===== src/rtl/jt51_wrseq_pkg.sv =====
// Shared definitions for the JT51 register write sequencer.
package jt51_wrseq_pkg;

  // Sequencer states, 3-bit encoding
  typedef enum logic [2:0] {
    ST_IDLE = 3'd0,
    ST_ADDR = 3'd1,
    ST_GAP  = 3'd2,
    ST_DATA = 3'd3,
    ST_HOLD = 3'd4,
    ST_WAIT = 3'd5
  } state_t;

  // Cycles after a data write during which busy is not yet trustworthy
  localparam int HOLD_CYC = 2;

endpackage


===== src/rtl/jt51_wrseq_fifo.sv =====
// Circular FIFO holding {addr,data} pairs. The head entry is read
// combinationally so the sequencer can pop and drive it in the same cycle.
module jt51_wrseq_fifo #(
  parameter int DEPTH = 8,
  parameter int WIDTH = 16,
  localparam int AW   = $clog2(DEPTH)
) (
  input  logic             clk,
  input  logic             rst_n,
  input  logic             push,
  input  logic             pop,
  input  logic [WIDTH-1:0] din,
  output logic [WIDTH-1:0] dout,
  output logic [AW:0]      level,
  output logic             full,
  output logic             empty
);

  logic [WIDTH-1:0] mem [DEPTH];
  logic [AW-1:0]    wr_ptr_reg, rd_ptr_reg;
  logic [AW:0]      level_reg;
  logic             push_ok, pop_ok;

  assign empty   = (level_reg == '0);
  assign full    = (level_reg == (AW+1)'(DEPTH));
  assign pop_ok  = pop & ~empty;
  // A push into a full queue is fine when the head leaves in the same cycle
  assign push_ok = push & (~full | pop_ok);
  assign level   = level_reg;
  assign dout    = mem[rd_ptr_reg];

  // Pointers wrap naturally at the power-of-two depth
  always_ff @(posedge clk or negedge rst_n) begin
    if (!rst_n) begin
      wr_ptr_reg <= '0;
      rd_ptr_reg <= '0;
      level_reg  <= '0;
    end else begin
      if (push_ok) wr_ptr_reg <= wr_ptr_reg + 1'b1;
      if (pop_ok)  rd_ptr_reg <= rd_ptr_reg + 1'b1;
      if (push_ok && !pop_ok)      level_reg <= level_reg + 1'b1;
      else if (pop_ok && !push_ok) level_reg <= level_reg - 1'b1;
    end
  end

  // Storage needs no reset; stale entries are never read past level
  always_ff @(posedge clk) begin
    if (push_ok) mem[wr_ptr_reg] <= din;
  end

endmodule


===== src/rtl/jt51_wrseq.sv =====
// Replays queued register/value pairs onto the JT51 CPU port as an address
// write followed by a data write, pacing pairs on the core's busy flag.
module jt51_wrseq
  import jt51_wrseq_pkg::*;
#(
  parameter int DEPTH     = 8,
  parameter bit SKIP_ADDR = 1'b1,
  localparam int AW       = $clog2(DEPTH)
) (
  input  logic        clk,
  input  logic        rst_n,
  input  logic        req_valid,
  output logic        req_ready,
  input  logic [7:0]  req_addr,
  input  logic [7:0]  req_data,
  output logic [7:0]  dout,
  output logic        write,
  output logic        a0,
  input  logic        busy,
  output logic        idle,
  output logic [AW:0] level
);

  state_t      state_reg;
  logic [7:0]  cur_data_reg;
  logic [7:0]  last_addr_reg;
  logic        last_valid_reg;
  logic [1:0]  hold_cnt_reg;
  logic [7:0]  dout_reg;
  logic        write_reg, a0_reg;

  logic [15:0] head;
  logic        fifo_full, fifo_empty;
  logic        fetch, skip_hit;

  jt51_wrseq_fifo #(.DEPTH(DEPTH), .WIDTH(16)) u_fifo (
    .clk   (clk),
    .rst_n (rst_n),
    .push  (req_valid & req_ready),
    .pop   (fetch),
    .din   ({req_addr, req_data}),
    .dout  (head),
    .level (level),
    .full  (fifo_full),
    .empty (fifo_empty)
  );

  // WAIT with busy low may fetch directly so pairs can run back to back
  assign fetch     = !fifo_empty &&
                     ((state_reg == ST_IDLE) || (state_reg == ST_WAIT && !busy));
  assign skip_hit  = SKIP_ADDR && last_valid_reg && (head[15:8] == last_addr_reg);
  assign req_ready = !fifo_full;
  assign idle      = (state_reg == ST_IDLE) && fifo_empty;
  assign dout      = dout_reg;
  assign write     = write_reg;
  assign a0        = a0_reg;

  // Sequencer FSM; outputs are registered with the state they belong to
  always_ff @(posedge clk or negedge rst_n) begin
    if (!rst_n) begin
      state_reg      <= ST_IDLE;
      cur_data_reg   <= '0;
      last_addr_reg  <= '0;
      last_valid_reg <= 1'b0;
      hold_cnt_reg   <= '0;
      dout_reg       <= '0;
      write_reg      <= 1'b0;
      a0_reg         <= 1'b1;
    end else begin
      write_reg <= 1'b0;
      a0_reg    <= 1'b1;
      case (state_reg)
        ST_IDLE, ST_WAIT: begin
          if (fetch) begin
            cur_data_reg <= head[7:0];
            write_reg    <= 1'b1;
            if (skip_hit) begin
              state_reg <= ST_DATA;
              dout_reg  <= head[7:0];
            end else begin
              state_reg      <= ST_ADDR;
              a0_reg         <= 1'b0;
              dout_reg       <= head[15:8];
              last_addr_reg  <= head[15:8];
              last_valid_reg <= 1'b1;
            end
          end else if (!busy) begin
            state_reg <= ST_IDLE;
          end
        end
        // Write low for one cycle so the core sees a fresh rising edge
        ST_ADDR: state_reg <= ST_GAP;
        ST_GAP: begin
          state_reg <= ST_DATA;
          write_reg <= 1'b1;
          dout_reg  <= cur_data_reg;
        end
        ST_DATA: begin
          state_reg    <= ST_HOLD;
          hold_cnt_reg <= 2'(HOLD_CYC - 1);
        end
        // Busy from the core is still stale here, so it is ignored
        ST_HOLD: begin
          if (hold_cnt_reg == '0) state_reg <= ST_WAIT;
          else                    hold_cnt_reg <= hold_cnt_reg - 1'b1;
        end
        default: state_reg <= ST_IDLE;
      endcase
    end
  end

endmodule


===== config.mk =====
export PLATFORM = sky130hd
export DESIGN_NAME = jt51_wrseq
export DESIGN_NICKNAME = d
export VERILOG_FILES = /design/src/rtl/jt51_wrseq_pkg.sv /design/src/rtl/jt51_wrseq_fifo.sv /design/src/rtl/jt51_wrseq.sv
export SDC_FILE = /design/constraint.sdc
export NUM_CORES = 1
export LEC_CHECK = 0
export ABC_CLOCK_PERIOD_IN_PS = 4900
export BUFFER_PORTS_ARGS = -buffer_cell sky130_fd_sc_hd__buf_2
export CAP_MARGIN = 20
export CORE_AREA = 5 5 120 122
export DETAILED_ROUTE_END_ITERATION = 16
export DIE_AREA = 0 0 125 127
export GPL_ROUTABILITY_DRIVEN = 0
export HOLD_SLACK_MARGIN = 0.05
export PLACE_DENSITY = 0.72
export SYNTH_ARGS = -nofsm -noshare
export SYNTH_HDL_FRONTEND = slang
export SYNTH_HIERARCHICAL = 1
export SYNTH_SLANG_ARGS = --single-unit
export TNS_END_PERCENT = 50

===== constraint.sdc =====
create_clock -name clk -period 4.9 [get_ports clk]
set_input_delay 0.49 -clock clk [delete_from_list [all_inputs] [get_ports clk]]
set_output_delay 0.49 -clock clk [all_outputs]
set_load 0.02 [all_outputs]

==> metrics.txt <==
outcome finished, final reports clean; TritonCTS clock tree done; First DRT Iteration DRCs 328; Avg Cell Area, Syn 17.24 um^2; post-synthesis sequential area ratio 68.75%; CP endpoint kind flip-flop; Ports 36; final WL 13300 um; hold slack 0.2057 ns; Setup CP Type reg -> reg; ranking of synthesized cells by area edfxtp_1 54%, dfrtp_1 14%, mux4_2 10%; diode count 0; final hold violations 0; Pwr Density 679.2 nW/um^2; asr flop ratio synth 24.71%; crit path launch type flip-flop; clock buffer depth 2; Tcrit/Tclk final 70.17%; Largest Register u_fifo/mem; vias in the first global route 3922; worst-case clock skew 0.009277 ns; area leader, netlist edfxtp_1; largest net degree at the start of global routing 43; Post-DRT Antenna Nets 0; post-cts resize count 0; CP startpoint u_fifo/rd_ptr_reg[0]; Clock Sinks 170; # rows 42; Starting Density 54.43%; final worst slack 1.461 ns; r2r setup slk 1.46 ns; # nets final 487; hold_buf cts 0; Die X 125 um; clk slew on worst S/H paths 0.06 ns; synth unique cells 56; Relative slew margins 38.01%; number of max-cap violations 0; main flop type after synthesis edfxtp_1; first-pass GRT wire length 21910 um; Syn. warnings 6; drt pass-1 iters 4; RSZ-0062 raised after global routing false; CTS Buf Count 17; total grt overflow 0; hpwl dp 8334 um; synthesized instance count 413; worst slack, placed 1.407 ns; Placed Area 7521 um^2; Crit Reg-Reg Startpoint u_fifo/rd_ptr_reg[0]; vias 3731; initial antenna violation count 1; vias per cell 5.749; most frequent cells in the layout 128 x edfxtp_1, 40 x dfrtp_1, 35 x buf_2; max FFs per register 128; layout cells sized above 1 31.29%; H-tree levels 4; Port Buffer Count 35; Area Growth Syn to Fin 14.60%; Worst-Margin Slew 0.9299 ns; Synth Register Bits 170; total power 5.544 mW; Worst-Skew Late Latency 0.43 ns; setup_tns 0 ns; mapped cell area 7122 um^2; number of synthesized flops with an enable pin 128; static leakage 2.955 nW; Finished Cell Area 8162 um^2; Net Count, Synth 440; Worst Hold Class in -> async; Core Footprint 13090 um^2; min Tclk post-route 3.439 ns; VDD IR-drop max 0.0003178 V; Max Clk Rate 290.8 MHz; most common cell after layout, fill and taps aside edfxtp_1; post-CTS setup buffers 0; WL/cell 20.50 um; # DRC 0; share of the synthesized area in the top cell type 53.97%; Root Driver clkbuf_16; Die Y 127 um; final setup fails 0; CP required 5.21 ns; CP max FO 25; Global Route Usage Sum 18.17%; Die Area 15880 um^2; Slew Limit Fails 0; WP data arrival 3.75 ns
-- report_power, final --
group | internal (mW) | switching (mW) | total (mW) | leakage (nW)
Clock | 0.815 | 0.566 | 1.38 | 0.292
Combinational | 0.931 | 1.03 | 1.96 | 1.00
Sequential | 1.90 | 0.298 | 2.20 | 1.66
Total | 3.65 | 1.90 | 5.54 | 2.96
-- cells by family (layout without fill, tap and decap cells) --
group                    after synthesis  count (layout)  synth area share (%)
XOR/XNOR                              15              15                 1.845
AO/OA/AOI/OAI                         44              44                 5.025
buffers and inverters                 37              97                 2.565
flip-flops                           170             170                 68.75
multiplexers                          58              58                 14.42
adder cells (fa/ha/maj)                7               7                 1.335
AND/OR/NAND/NOR                       82              82                 6.061
-- synthesized netlist by cell type, types with 2 or more instances --
cell type / n
a211oi_1: 4
a21o_1: 4
a21oi_1: 2
a31oi_1: 8
and2_1: 9
buf_1: 2
buf_4: 4
buf_6: 2
clkbuf_1: 9
dfrtp_1: 41
edfxtp_1: 128
ha_1: 6
inv_1: 16
inv_2: 2
mux2_1: 2
mux2_2: 19
mux2_4: 4
mux4_2: 32
nand2_1: 28
nand2b_1: 6
nand3_1: 7
nand3b_1: 3
nand4_1: 4
nor2_1: 5
nor2b_1: 2
nor3_1: 7
nor4_1: 3
o211ai_1: 5
o21ai_0: 3
o221ai_1: 6
o31ai_1: 2
xnor2_1: 14
-- layout make-up --
type                            instances  area [um^2]
Clock buffer                           18        429.2
Clock inverter                         14        183.9
Fill cell                             927         4923
Inverter                               19        83.83
Multi-Input combinational cell        206         2069
Sequential cell                       170         4897
Tap cell                              176        220.2
Timing Repair Buffer                   46        277.8
-- final timing paths --
| kind | depth (start not counted) | to |
|---|---|---|
| setup / recovery | 6 | last_addr_reg[7] |
| hold / removal | 1 | dout[1] |
| setup reg to reg | 6 | last_addr_reg[7] |
| hold reg to reg | 2 | cur_data_reg[5] |
| max in group asynchronous | 1 | u_fifo/rd_ptr_reg[0] |
| min in group clk | 1 | u_fifo/mem[2][5] |
-- through the flow --
| stage | utilization [%] | cells |
|---|---|---|
| final | 62.37 | 649 |
| after floorplan | - | 413 |
| after global routing | 62.37 | 649 |
| after detailed placement | 57.48 | 616 |
| after global placement | 57.48 | 616 |
| after CTS | 62.16 | 648 |
-- worst max-delay path, cell delays in order (launching register included) --
cell,delay [ns]
dfrtp_2,0.92
mux4_2,0.61
mux2_2,0.33
xnor2_1,0.25
nand4_1,0.18
o31ai_4,0.60
mux2_2,0.41
-- per-layer routing --
layer,track usage [%],part of all wire (%),up-vias
li1,-,-,1704
met1,24.72,44,1928
met2,29.33,49,77
met3,4.341,5.2,20
met4,6.122,1.4,2
met5,0,0.098,-
(Power assumes the default switching activity.)
